[src/rtl/ntt_ctrl_if.sv]
// Start/status, coefficient-memory, twiddle and butterfly bus of ntt_ctrl; master = controller side.
// With NTT_INTT_EN the bus also carries inv (sampled with start) and bt_inv (held for the run).
interface ntt_ctrl_if;
    logic       start;
    logic       busy;
    logic       done;
    logic       rd_en;
    logic [7:0] rd_addr_a;
    logic [7:0] rd_addr_b;
    logic [7:0] zeta_idx;
    logic       bt_en;
    logic       bt_valid;
    logic       wr_en;
    logic [7:0] wr_addr_a;
    logic [7:0] wr_addr_b;
    logic       err;
`ifdef NTT_INTT_EN
    logic       inv;
    logic       bt_inv;
`endif

    modport master (
`ifdef NTT_INTT_EN
        input  inv,
        output bt_inv,
`endif
        input  start,
        input  bt_valid,
        output busy,
        output done,
        output rd_en,
        output rd_addr_a,
        output rd_addr_b,
        output zeta_idx,
        output bt_en,
        output wr_en,
        output wr_addr_a,
        output wr_addr_b,
        output err
    );

    modport slave (
`ifdef NTT_INTT_EN
        output inv,
        input  bt_inv,
`endif
        output start,
        output bt_valid,
        input  busy,
        input  done,
        input  rd_en,
        input  rd_addr_a,
        input  rd_addr_b,
        input  zeta_idx,
        input  bt_en,
        input  wr_en,
        input  wr_addr_a,
        input  wr_addr_b,
        input  err
    );
endinterface

[src/rtl/ntt_ctrl.sv]
// NTT address/sequence controller for 256 coefficients; optional inverse NTT under macro NTT_INTT_EN.
// Latency: rd_en -> bt_en 1 cycle, bt_valid -> wr_en combinational, done 2 cycles after the last writeback.
// Backpressure: issue stalls while FIFO_DEPTH butterflies are outstanding unless one retires that cycle.
module ntt_ctrl #(
    parameter int FIFO_DEPTH = 8,
    parameter int N_LOG      = 8
) (
    input  logic       clk,
    input  logic       reset,
    ntt_ctrl_if.master bus
);
    localparam int PW = $clog2(FIFO_DEPTH);
    localparam int OW = PW + 1;

    typedef enum logic [1:0] {IDLE, ISSUE, DRAIN, DONE} state_t;

    typedef struct packed {
        logic [7:0] a;
        logic [7:0] b;
    } pair_t;

    state_t        state;
    logic [2:0]    stage;
    logic [6:0]    idx;
    logic [OW-1:0] outstanding;
    logic [PW-1:0] wr_ptr;
    logic [PW-1:0] rd_ptr;
    pair_t         fifo_mem [FIFO_DEPTH];
    logic          busy_q;
    logic          done_q;
    logic          bt_en_q;
    logic          err_q;
`ifdef NTT_INTT_EN
    logic          inv_q;
`endif

    logic          full;
    logic          pop;
    logic          push;
    logic [7:0]    addr_a;
    logic [7:0]    addr_b;
    logic [7:0]    zeta;
    pair_t         head;

    assign head = fifo_mem[rd_ptr];
    assign full = (outstanding == OW'(FIFO_DEPTH));
    assign pop  = bus.bt_valid && (outstanding != '0);
    // A retirement in the same cycle frees the slot the new issue needs.
    assign push = (state == ISSUE) && (!full || pop);

    // Pair addresses: len = 1<<sh, group g = i>>sh, a = g*2*len + (i mod len).
    always_comb begin
        logic [3:0] sh;
        logic [7:0] i8;
        logic [7:0] g;
        logic [7:0] mask;
        logic [8:0] z9;
        i8 = {1'b0, idx};
`ifdef NTT_INTT_EN
        sh = inv_q ? {1'b0, stage} : {1'b0, 3'd7 - stage};
`else
        sh = {1'b0, 3'd7 - stage};
`endif
        mask   = (8'd1 << sh) - 8'd1;
        g      = i8 >> sh;
        addr_a = (g << (sh + 4'd1)) | (i8 & mask);
        addr_b = addr_a + (8'd1 << sh);
        z9     = (9'd256 >> stage) - 9'd1 - {1'b0, g};
`ifdef NTT_INTT_EN
        zeta   = inv_q ? z9[7:0] : ((8'd1 << stage) + g);
`else
        zeta   = (8'd1 << stage) + g;
        z9     = '0;
`endif
    end

    assign bus.busy      = busy_q;
    assign bus.done      = done_q;
    assign bus.rd_en     = push;
    assign bus.rd_addr_a = push ? addr_a : 8'd0;
    assign bus.rd_addr_b = push ? addr_b : 8'd0;
    assign bus.zeta_idx  = push ? zeta : 8'd0;
    assign bus.bt_en     = bt_en_q;
    assign bus.wr_en     = pop;
    assign bus.wr_addr_a = pop ? head.a : 8'd0;
    assign bus.wr_addr_b = pop ? head.b : 8'd0;
    assign bus.err       = err_q;
`ifdef NTT_INTT_EN
    assign bus.bt_inv    = inv_q;
`endif

    always_ff @(posedge clk) begin
        if (reset) begin
            state       <= IDLE;
            stage       <= '0;
            idx         <= '0;
            outstanding <= '0;
            wr_ptr      <= '0;
            rd_ptr      <= '0;
            busy_q      <= 1'b0;
            done_q      <= 1'b0;
            bt_en_q     <= 1'b0;
            err_q       <= 1'b0;
`ifdef NTT_INTT_EN
            inv_q       <= 1'b0;
`endif
        end else begin
            bt_en_q <= push;
            done_q  <= 1'b0;
            if (bus.bt_valid && (outstanding == '0)) begin
                err_q <= 1'b1;
            end
            if (push) begin
                fifo_mem[wr_ptr] <= {addr_a, addr_b};
                wr_ptr           <= wr_ptr + PW'(1);
            end
            if (pop) begin
                rd_ptr <= rd_ptr + PW'(1);
            end
            case ({push, pop})
                2'b10:   outstanding <= outstanding + OW'(1);
                2'b01:   outstanding <= outstanding - OW'(1);
                default: outstanding <= outstanding;
            endcase

            case (state)
                IDLE: begin
                    if (bus.start) begin
                        state  <= ISSUE;
                        busy_q <= 1'b1;
                        stage  <= '0;
                        idx    <= '0;
`ifdef NTT_INTT_EN
                        inv_q  <= bus.inv;
`endif
                    end
                end
                ISSUE: begin
                    if (push) begin
                        idx <= idx + 7'd1;
                        if (idx == 7'h7f) begin
                            state <= DRAIN;
                        end
                    end
                end
                DRAIN: begin
                    // Stage barrier: next stage reads only after every writeback retired.
                    if (outstanding == '0) begin
                        if (stage == 3'(N_LOG - 1)) begin
                            state  <= DONE;
                            busy_q <= 1'b0;
                            done_q <= 1'b1;
                        end else begin
                            stage <= stage + 3'd1;
                            state <= ISSUE;
                        end
                    end
                end
                DONE: begin
                    state <= IDLE;
                end
                default: begin
                    state <= IDLE;
                end
            endcase
        end
    end
endmodule

[src/flat_wrapper.sv]
// flat-port wrapper written by rule: the top's interface ports become plain ports
module ntt_ctrl_flat 
#(
    parameter int FIFO_DEPTH = 8,
    parameter int N_LOG      = 8
)
  (clk, reset, bus_start, bus_bt_valid, bus_busy, bus_done, bus_rd_en, bus_rd_addr_a, bus_rd_addr_b, bus_zeta_idx, bus_bt_en, bus_wr_en, bus_wr_addr_a, bus_wr_addr_b, bus_err);
  ntt_ctrl_if bus_i ();
  input  logic clk;
  input  logic reset;
  input wire logic [$bits(bus_i.start)-1:0] bus_start;
  input wire logic [$bits(bus_i.bt_valid)-1:0] bus_bt_valid;
  output wire logic [$bits(bus_i.busy)-1:0] bus_busy;
  output wire logic [$bits(bus_i.done)-1:0] bus_done;
  output wire logic [$bits(bus_i.rd_en)-1:0] bus_rd_en;
  output wire logic [$bits(bus_i.rd_addr_a)-1:0] bus_rd_addr_a;
  output wire logic [$bits(bus_i.rd_addr_b)-1:0] bus_rd_addr_b;
  output wire logic [$bits(bus_i.zeta_idx)-1:0] bus_zeta_idx;
  output wire logic [$bits(bus_i.bt_en)-1:0] bus_bt_en;
  output wire logic [$bits(bus_i.wr_en)-1:0] bus_wr_en;
  output wire logic [$bits(bus_i.wr_addr_a)-1:0] bus_wr_addr_a;
  output wire logic [$bits(bus_i.wr_addr_b)-1:0] bus_wr_addr_b;
  output wire logic [$bits(bus_i.err)-1:0] bus_err;
  assign bus_i.start = bus_start;
  assign bus_i.bt_valid = bus_bt_valid;
  assign bus_busy = bus_i.busy;
  assign bus_done = bus_i.done;
  assign bus_rd_en = bus_i.rd_en;
  assign bus_rd_addr_a = bus_i.rd_addr_a;
  assign bus_rd_addr_b = bus_i.rd_addr_b;
  assign bus_zeta_idx = bus_i.zeta_idx;
  assign bus_bt_en = bus_i.bt_en;
  assign bus_wr_en = bus_i.wr_en;
  assign bus_wr_addr_a = bus_i.wr_addr_a;
  assign bus_wr_addr_b = bus_i.wr_addr_b;
  assign bus_err = bus_i.err;
  ntt_ctrl #(.FIFO_DEPTH(FIFO_DEPTH), .N_LOG(N_LOG)) u_core (.clk(clk), .reset(reset), .bus(bus_i));
endmodule
[config.mk]
export PLATFORM = sky130hd
export DESIGN_NAME = ntt_ctrl_flat
export DESIGN_NICKNAME = d
export VERILOG_FILES = /design/src/rtl/ntt_ctrl_if.sv /design/src/rtl/ntt_ctrl.sv /design/src/flat_wrapper.sv
export SDC_FILE = /design/constraint.sdc
export NUM_CORES = 1
export LEC_CHECK = 0
export BUFFER_PORTS_ARGS = -buffer_cell sky130_fd_sc_hd__buf_2
export CORE_ASPECT_RATIO = 2
export CORE_MARGIN = 2
export CORE_UTILIZATION = 27
export CTS_CLUSTER_DIAMETER = 40
export CTS_CLUSTER_SIZE = 25
export DETAILED_ROUTE_END_ITERATION = 7
export PLACE_DENSITY = 0.44
export SLEW_MARGIN = 5
export SYNTH_ARGS = -nofsm -noshare
export SYNTH_HDL_FRONTEND = slang
export SYNTH_SLANG_ARGS = --single-unit
[constraint.sdc]
create_clock -name clk -period 14.2 [get_ports clk]
set_clock_uncertainty 0.2 [all_clocks]
set_input_delay 2.84 -clock clk [delete_from_list [all_inputs] [get_ports clk]]
set_output_delay 2.84 -clock clk [all_outputs]
set_load 0.05 [all_outputs]
==> flow_summary.json, run 1 <==
{
  "synth_warnings": 0,
  "cts_buffers": 17,
  "clock_tree.root_cell": "clkbuf_16",
  "antenna_cells": 0,
  "ys_ff_latch": 157,
  "clkLatencyLatePin_ps": 430,
  "post_drt_wl_per_cell_microns": 20.3,
  "die_w_microns": 124,
  "tns_ps": 0,
  "die_y_microns": 244,
  "nets": 683,
  "syn-num-nets": 634,
  "p_total_w": 0.00119,
  "min_period_over_period_pct": 59.5,
  "htreeDepth": 4,
  "via_per_inst": 4.88,
  "clkSlewWorstSetupHoldPaths_ps": 70,
  "p_sw_share_pct": 30.3,
  "hpwl_microns": 15000,
  "criticalPathCategory": "flip-flop to output port",
  "maxSlewHeadroom_pct": 25.3,
  "antenna_found_initial": 1,
  "drc": 0,
  "seqPwrFrac_pct": 43.5,
  "seq_area_frac_synth_pct": 56.9,
  "hp-class": "flip-flop to flip-flop",
  "hold_viol_final": 0,
  "yosys-top-cells-count": "edfxtp_1 (128), nor2_1 (72), mux4_2 (33), nand2_1 (33), dfxtp_1 (29)",
  "max_cap_viol_count": 0,
  "p_int_w": 0.000831,
  "irDropWorstVdd_mv": 0.0600,
  "firstDrtPassIters": 4,
  "p_per_area_nw_per_um2": 132,
  "grt_pass1_wl_microns": 31600,
  "min_period_ps": 8450,
  "cts_setup_buffers": 0,
  "synthTopCellsByArea": "edfxtp_1 (49%), mux4_2 (9.6%), dfxtp_1 (7.5%)",
  "core_sq_um": 28300,
  "avgSynthCellArea_sq_um": 12.9,
  "boundaryPins": 50,
  "slew_violations": 0,
  "overflow": 0,
  "cts_hold_buf": 0,
  "drt_iter0_markers": 301,
  "syn_area_sq_um": 7780,
  "async_flop_share_pct": 0,
  "cp.required_ps": 11160,
  "groute.usage.overall_pct": 14.4,
  "synth_top_area_cell": "edfxtp_1",
  "holdWs_ps": 273,
  "clockPowerShare_pct": 36.0,
  "ant_nets": 0,
  "setup-violations-final": 0,
  "rsz0062_at_grt": "no",
  "dr_total_vias": 4974,
  "first_global_vias": 5292,
  "syn2layout_area_growth_pct": 16.0,
  "clock-sinks": 157,
  "p_leak_nw": 3.20,
  "fmax_mhz": 118,
  "rows": 87,
  "tightest_slew_ps": 1110,
  "dieArea_sq_um": 30300,
  "combPwrFrac_pct": 20.5,
  "cp-start-kind": "flip-flop",
  "switching_power_w": 0.000362,
  "status": "completed",
  "routed_wl_microns": 20600,
  "netlist_instances": 601,
  "drive_above_1_share_pct": 22.2,
  "grt_max_degree": 33,
  "worstPathArrival_ps": 5410,
  "path_max_fanout": 24,
  "portBuffers": 49,
  "start_util_pct": 27.5,
  "yosysMostFrequentCell": "edfxtp_1",
  "cp-end-kind": "output port",
  "cts_tree": "built",
  "synth_edf_count": 128,
  "cts_max_path_buffers": 2,
  "ys.flop_type": "edfxtp_1",
  "place.gp.congestion": 0.876,
  "postCtsResizedCells": 0,
  "synth_top_area_share_pct": 49.4,
  "synth_cell_type_count": 59
}
## cell families after synthesis
kind of cell / after synthesis / share of synthesized area [%]
buffers and inverters: 62 / 3.17
AO/OA/AOI/OAI: 84 / 7.35
XOR/XNOR: 30 / 3.55
multiplexers: 62 / 13.4
flip-flops: 157 / 56.9
adder cells (fa/ha/maj): 31 / 5.21
AND/OR/NAND/NOR: 175 / 10.4
## worst max-delay path: stages, from the launching register on
cell and delay [ps]:
dfxtp_1 300, buf_4 270, clkinv_1 580, ha_1 660, a21oi_1 450, nand2_1 110
o21ai_0 440, ha_1 360, inv_1 70, fa_1 410, nor2b_1 140, o21ai_0 120
a21boi_0 270, o21ai_0 140, nor3b_1 160, nor3_1 180, buf_2 310
## layout make-up
cell class	count	area [sq um]
tap	356	445
multi-input combinational	382	3130
sequential	157	4430
clock buffer	19	443
timing repair buffer	64	358
clock inverter	13	115
inverter	28	105
fill	2836	19300
## cell usage in the layout, fill, tap and decap left out, types with 8 or more instances in the layout
| cell type | instances |
|---|---|
| nand2_1 | 33 |
| buf_4 | 15 |
| a31oi_1 | 8 |
| ha_1 | 26 |
| mux2i_1 | 23 |
| buf_2 | 49 |
| o21ai_0 | 16 |
| edfxtp_1 | 128 |
| xor2_1 | 13 |
| nand3_1 | 11 |
| mux4_2 | 33 |
| a21oi_1 | 21 |
| clkbuf_16 | 17 |
| nor2_1 | 72 |
| nor3_1 | 11 |
| and2_1 | 16 |
| dfxtp_1 | 28 |
| inv_1 | 27 |
| xnor2_1 | 16 |
## final timing paths
kind / startpoint / end / slack, ps / cells past startpoint
setup / recovery: u_core.stage[2] / bus_rd_addr_b[6] / 5750 / 16
hold reg to reg: u_core.bus.err / u_core.bus.err / 270 / 2
setup reg to reg: u_core.stage[2] / u_core.fifo_mem[0][6] / 8840 / 15
hold / removal: u_core.bus.err / u_core.bus.err / 270 / 2
## power groups by stage
stage,combinational (W),sequential (W),clock [W]
final,0.000244,0.000518,0.000430
after global routing,0.000268,0.000520,0.000455
after CTS,0.000253,0.000518,0.000440
after detailed placement,0.000253,0.000528,0
after global placement,0.000253,0.000527,0
after floorplan,0.000183,0.000531,0
## registers in the layout, summed over array words and instances (netlist names), named ones only
register	count
u_core.wr_ptr	3
u_core.bus.busy	1
u_core.bus.bt_en	1
u_core.state	2
u_core.idx	7
u_core.rd_ptr	3
u_core.bus.err	1
u_core.bus.done	1
u_core.stage	3
u_core.fifo_mem	128
u_core.outstanding	4
## metal layers
layer | track usage, % | share of wire [%] | vias up
li1 | - | - | 2328
met1 | 13.9 | 35 | 2506
met2 | 28.5 | 60 | 106
met3 | 2.26 | 2.2 | 34
met4 | 6.48 | 3.6 | 0
met5 | 0 | 0 | -
## stage by stage
step | area, sq um | utilization, % | instances | setup WS, ps
floorplan | 7780 | - | 601 | 6300
global placement | 8460 | 29.9 | 987 | 6170
detailed placement | 8460 | 29.9 | 987 | 6130
CTS | 9020 | 31.9 | 1019 | 5640
global route | 9030 | 31.9 | 1019 | 5340
finish | 9030 | 31.9 | 1019 | 5750
Power figures use the tool's default switching activity.
==> run 2, diff against run 1 <==
--- a/config.mk
+++ b/config.mk
@@ -5,6 +5,7 @@
 export SDC_FILE = /design/constraint.sdc
 export NUM_CORES = 1
 export LEC_CHECK = 0
+export ABC_AREA = 1
 export BUFFER_PORTS_ARGS = -buffer_cell sky130_fd_sc_hd__buf_2
 export CORE_ASPECT_RATIO = 2
 export CORE_MARGIN = 2
==> constraint.sdc (replaced) <==
create_clock -name clk -period 8.5 [get_ports clk]
set_clock_uncertainty 0.2 [all_clocks]
set_input_delay 1.7 -clock clk [delete_from_list [all_inputs] [get_ports clk]]
set_output_delay 1.7 -clock clk [all_outputs]
set_load 0.05 [all_outputs]
==> flow_summary.json, run 2 <==
{
  "maxSlewHeadroom_pct": 27.8,
  "syn_area_sq_um": 7870,
  "seq_area_frac_synth_pct": 56.2,
  "synth_top_area_share_pct": 48.8,
  "crit_chain": "inv_2, ha_1, ha_1, inv_1, nand3_1, nand2_1, ha_1, inv_1, fa_1, o21ai_0, a21oi_1, nor2_1, nor2_1, xnor2_1, and2_1, buf_2",
  "crit_buf_inv": 4,
  "cp-start-kind": "flip-flop",
  "largest_reg_flops": 128,
  "cts_max_path_buffers": 2,
  "slew_violations": 0,
  "cp-end-kind": "output port",
  "cpLargestDelayFamily": "adder cells",
  "syn-num-nets": 851,
  "firstDrtPassIters": 4,
  "ant_nets": 0,
  "boundaryPins": 50,
  "dr_total_vias": 5998,
  "clock-sinks": 157,
  "cp.required_ps": 6600,
  "worst-path-stages": 16,
  "grt_max_degree": 66,
  "yosysMostFrequentCell": "nor2_1",
  "worstPathArrival_ps": 5070,
  "via_per_inst": 4.84,
  "tightest_slew_ps": 1080,
  "syn2layout_area_growth_pct": 16.3,
  "groute.usage.overall_pct": 15.4,
  "synthTopCellsByArea": "edfxtp_1 (49%), dfxtp_1 (7.4%), nor2_1 (7.0%)",
  "portBuffers": 49,
  "ys.flop_type": "edfxtp_1",
  "cpPeakStageDelay_ps": 770,
  "mostFrequentLayoutCell": "nor2_1",
  "r2r_slack_ps": 3830,
  "min_period_ps": 6970,
  "cts_hold_buf": 0,
  "final_cell_mix": "nor2_1 (142), edfxtp_1 (128), o21ai_0 (94)",
  "cts_tree": "built",
  "post_drt_wl_per_cell_microns": 18.7,
  "cts_buffers": 17,
  "status": "completed",
  "drc": 0,
  "cpMostUsedCell": "ha_1",
  "hold_viol_final": 0,
  "p_per_area_nw_per_um2": 279,
  "start_util_pct": 27.4,
  "synth_warnings": 0,
  "timing.rr.start": "u_core.stage[0]",
  "netlist_instances": 818,
  "path_max_fanout": 18,
  "routed_wl_microns": 23100,
  "tns_ps": 0,
  "min_period_over_period_pct": 82.0,
  "top_register": "u_core.fifo_mem",
  "antenna_cells": 0,
  "cts_setup_buffers": 0,
  "startpoint": "u_core.stage[0]",
  "drt_iter0_markers": 256,
  "clkLatencyLatePin_ps": 420,
  "placed_area_sq_um": 8530,
  "antenna_found_initial": 0,
  "slowest_stage": "dfxtp_1",
  "worst_r2r_endpoint": "u_core.fifo_mem[7][7]",
  "drive_above_1_share_pct": 18.7,
  "hpwl_microns": 16200,
  "hold_depth": 1,
  "htreeDepth": 4,
  "core_sq_um": 28700,
  "postCtsResizedCells": 0,
  "holdPathEnd": "u_core.bus.err",
  "synth_top_area_cell": "edfxtp_1",
  "synth_edf_count": 128,
  "hold_start": "u_core.bus.err",
  "rr_worst_depth": 16,
  "synth_cell_type_count": 43,
  "place.gp.congestion": 0.913,
  "setup-violations-final": 0,
  "p_leak_nw": 3.60,
  "rsz0062_at_grt": "no",
  "top_regs": "u_core.fifo_mem: 128 flops, u_core.idx: 7 flops, u_core.outstanding: 4 flops",
  "max_cap_viol_count": 0,
  "die_y_microns": 245,
  "first_global_vias": 6247,
  "ys_ff_latch": 157,
  "grt_pass1_wl_microns": 35400,
  "rows": 88,
  "yosys-top-cells-count": "nor2_1 (147), edfxtp_1 (128), o21ai_0 (94)",
  "criticalPathCategory": "flip-flop to output port",
  "fmax_mhz": 143,
  "nets": 899,
  "die_w_microns": 125,
  "clock_tree.root_cell": "clkbuf_16",
  "overflow": 0,
  "async_flop_share_pct": 0,
  "avgSynthCellArea_sq_um": 9.62,
  "dieArea_sq_um": 30600,
  "design_area_sq_um": 9160,
  "hp-class": "flip-flop to flip-flop",
  "clkSlewWorstSetupHoldPaths_ps": 60,
  "irDropWorstVdd_mv": 0.148
}
[run 2: changes by cell type in the layout (fill, tap and decap cells not counted), sizes merged, moves of 8 or more]
cell	delta
nand4	+9
a21oi	+17
nor2	+82
nor3	-9
and2	-13
o22ai	+12
nand3	+37
nand2	+78
mux2i	-22
inv	+42
xnor2	-13
a31oi	+8
mux4	-33
o21ai	+88
[run 2: per-layer routing]
layer  up-vias  routed length (microns)  global-route usage [%]
li1       2920                        -                       -
met1      2912                     8150                    14.3
met2       120                    13400                    31.1
met3        46                      547                    2.61
met4         0                     1050                    8.36
met5         -                        0                       0
[run 2: cell type report]
type	instances	area (sq um)
clock inverters	7	66.3
fillers	2908	19600
repair buffers	63	350
inverters	70	265
multi-input cells	557	3040
flip-flops and latches	157	4430
well taps	360	450
clock buffers	25	562
[run 2: worst max path at each step]
| stage | slack (ps) | endpoint |
|---|---|---|
| 6_report | 1530 | bus_rd_addr_b[6] |
| 3_3_place_gp | 2020 | bus_rd_addr_b[6] |
| 5_1_grt | 1110 | bus_rd_addr_b[6] |
| 3_5_place_dp | 1980 | bus_rd_addr_b[6] |
| 4_1_cts | 1510 | bus_rd_addr_b[6] |
| 2_1_floorplan | 2910 | bus_rd_addr_b[4] |
[run 2: logic make-up (layout without fill, tap and decap cells)]
group | Yosys count | after routing | synth area share (%)
compound gates | 184 | 184 | 12.7
xor+xnor | 9 | 9 | 1.00
fa+ha+maj | 29 | 29 | 4.90
buf+inv | 104 | 165 | 5.37
flops | 157 | 157 | 56.2
mux | 1 | 1 | 0.127
simple gates | 334 | 334 | 19.7
[run 2: where the power goes]
group	switching (W)	total [W]	internal, W
logic	0.000635	0.000846	0.000211
clock network	0.000299	0.000790	0.000490
registers	0.0000215	0.000919	0.000898
total	0.000956	0.00256	0.00160
[run 2: through the flow]
step	setup WS [ps]	util, %	hold WS (ps)	power, W	instances
after floorplan	2910	-	233	0.00155	818
after global placement	2020	29.7	250	0.00179	1207
after detailed placement	1980	29.7	262	0.00180	1207
after CTS	1510	31.9	271	0.00259	1239
after global routing	1110	31.9	280	0.00270	1239
final	1530	31.9	274	0.00256	1239
[run 2: worst register-to-register path: cells and delay by family, from the launching register on]
kind / cells / cell delay (ps)
flops: 1 / 770
fa+ha+maj: 2 / 920
buf+inv: 3 / 810
compound gates: 1 / 170
simple gates: 10 / 1520
==> run 3, diff against run 2 <==
--- a/config.mk
+++ b/config.mk
@@ -13,7 +13,7 @@
 export CTS_CLUSTER_DIAMETER = 40
 export CTS_CLUSTER_SIZE = 25
 export DETAILED_ROUTE_END_ITERATION = 7
-export PLACE_DENSITY = 0.44
+export PLACE_DENSITY = 0.45
 export SLEW_MARGIN = 5
 export SYNTH_ARGS = -nofsm -noshare
 export SYNTH_HDL_FRONTEND = slang
==> constraint.sdc (replaced) <==
create_clock -name clk -period 6.1 [get_ports clk]
set_clock_uncertainty 0.2 [all_clocks]
set_input_delay 1.22 -clock clk [delete_from_list [all_inputs] [get_ports clk]]
set_output_delay 1.22 -clock clk [all_outputs]
set_load 0.05 [all_outputs]
==> flow_summary.json, run 3 (synthesized netlist as in run 2, its figures left out) <==
{
  "crit_buf_inv": 4,
  "cp-end-kind": "output port",
  "via_per_inst": 4.82,
  "dieArea_sq_um": 30600,
  "drive_above_1_share_pct": 19.6,
  "path_max_fanout": 18,
  "p_leak_nw": 3.61,
  "grt_max_degree": 53,
  "firstDrtPassIters": 4,
  "top_register": "u_core.fifo_mem",
  "groute.usage.overall_pct": 15.4,
  "worstPathArrival_ps": 4300,
  "status": "completed",
  "p_per_area_nw_per_um2": 382,
  "cp.required_ps": 4680,
  "drc": 0,
  "fin_util_pct": 32.0,
  "cts_max_path_buffers": 2,
  "timing.rr.start": "u_core.stage[0]",
  "hp-class": "flip-flop to flip-flop",
  "hold_start": "u_core.rd_ptr[2]",
  "rsz0062_at_grt": "no",
  "rows": 88,
  "worst_r2r_endpoint": "u_core.fifo_mem[6][7]",
  "min_period_over_period_pct": 93.8,
  "grtUsageMet3_pct": 2.09,
  "max_cap_viol_count": 0,
  "setup-violations-final": 0,
  "die_y_microns": 245,
  "top_regs": "u_core.fifo_mem: 128 flops, u_core.idx: 7 flops, u_core.outstanding: 4 flops",
  "use_met1_pct": 14.9,
  "cts_setup_buffers": 0,
  "pre_cts_slack_ps": 643,
  "tightest_slew_ps": 904,
  "antenna_found_initial": 0,
  "drt_iter0_markers": 222,
  "first_global_vias": 6143,
  "cpLargestDelayFamily": "simple AND/OR/NAND/NOR gates",
  "p_total_w": 0.00351,
  "routed_wl_microns": 23300,
  "maxSlewHeadroom_pct": 39.7,
  "clock-sinks": 157,
  "clkSlewWorstSetupHoldPaths_ps": 70,
  "htreeDepth": 4,
  "start_util_pct": 27.4,
  "grt_use_met2_pct": 30.3,
  "post_drt_wl_per_cell_microns": 18.7,
  "hpwl_microns": 16700,
  "holdPathEnd": "u_core.rd_ptr[2]",
  "tns_ps": 0,
  "rr_worst_depth": 16,
  "irDropWorstVdd_mv": 0.169,
  "final_cell_mix": "nor2_1 (144), edfxtp_1 (128), o21ai_0 (93)",
  "die_w_microns": 125,
  "mostFrequentLayoutCell": "nor2_1",
  "boundaryPins": 50,
  "overflow": 0,
  "clkLatencyLatePin_ps": 420,
  "grt_pass1_wl_microns": 35300,
  "dr_total_vias": 6003,
  "crit_chain": "inv_2, ha_2, clkinv_1, nand3_1, nand3_1, nand2_2, ha_1, a21oi_1, nand2_1, nand4_1, nand2_1, or2_2, nand2_1, inv_1, nand2_1, nand2_2, nor2_2, buf_2",
  "slowest_stage": "dfxtp_1",
  "portBuffers": 49,
  "cpMostUsedCell": "nand2_1",
  "cts_buffers": 17,
  "hold_depth": 2,
  "setup_ws_ps": 379,
  "ant_nets": 0,
  "largest_reg_flops": 128,
  "slew_violations": 0,
  "cp-start-kind": "flip-flop",
  "top_usage_layer": "met2",
  "syn2layout_area_growth_pct": 16.7,
  "r2r_slack_ps": 1970,
  "nets": 906,
  "fmax_mhz": 175,
  "cts_tree": "built",
  "min_period_ps": 5720,
  "cpPeakStageDelay_ps": 480,
  "hold_viol_final": 0,
  "antenna_cells": 0,
  "place.gp.congestion": 0.989,
  "clock_tree.root_cell": "clkbuf_16",
  "n_fill_cell": 2990,
  "core_sq_um": 28700,
  "criticalPathCategory": "flip-flop to output port"
}
## run 3: cell types whose count changed in the layout (fill, tap and decap cells not counted), moves of 2 or more
cell	delta
buf_4	+7
clkinv_4	+4
clkbuf_8	-2
inv_4	-2
inv_6	+2
nor2_1	+2
nor2_2	-2
## run 3: through the flow
| stage | instances | cell area (sq um) | hold WS (ps) |
|---|---|---|---|
| floorplan | 818 | 7870 | 233 |
| global placement | 1214 | 8580 | 250 |
| detailed placement | 1214 | 8580 | 256 |
| CTS | 1246 | 9170 | 267 |
| global route | 1246 | 9190 | 289 |
| finish | 1246 | 9190 | 258 |
## run 3: routing by layer
| metal | vias up | share of wire (%) |
|---|---|---|
| met5 | - | 0 |
| met4 | 0 | 4.9 |
| met3 | 51 | 1.7 |
| met2 | 112 | 58 |
| met1 | 2905 | 36 |
| li1 | 2935 | - |
## run 3: timing repair
action	4_1_cts	5_1_grt
hold buffers	0	0
resized for setup	0	5
setup endpoints to repair	0	3
## run 3: worst max-delay path by stage
stage / start / endpoint / slack, ps / cells past startpoint
2_1_floorplan: u_core.stage[0] / bus_rd_addr_b[4] / 990 / 14
3_3_place_gp: u_core.stage[1] / bus_rd_addr_b[7] / 700 / 18
3_5_place_dp: u_core.stage[1] / bus_rd_addr_b[4] / 640 / 14
4_1_cts: u_core.stage[1] / bus_rd_addr_b[4] / 180 / 14
5_1_grt: u_core.stage[0] / bus_rd_addr_b[6] / 40 / 16
6_report: u_core.stage[0] / bus_rd_addr_b[7] / 380 / 18
## run 3: worst min-delay path: cells and delay by family, from the launching register on
family	cells	cell delay, ps
buffers and inverters	1	40
AOI/OAI and AO/OA	1	60
DFF	1	310
## run 3: cell type report
class,instances,area [sq um],area share (%)
timing repair buffer,70,403,4.39
clock buffer,20,500,5.45
inverter,70,265,2.89
multi-input combinational,557,3040,33.1
tap,360,450,4.90
sequential,157,4430,48.2
clock inverter,12,95.1,1.04
## run 3: power by group
part           total, W  switching, W  internal [W]  leakage, nW
sequential      0.00129     0.0000382       0.00125         1.41
combinational   0.00118      0.000875      0.000308         1.90
clock           0.00104      0.000439      0.000601        0.294
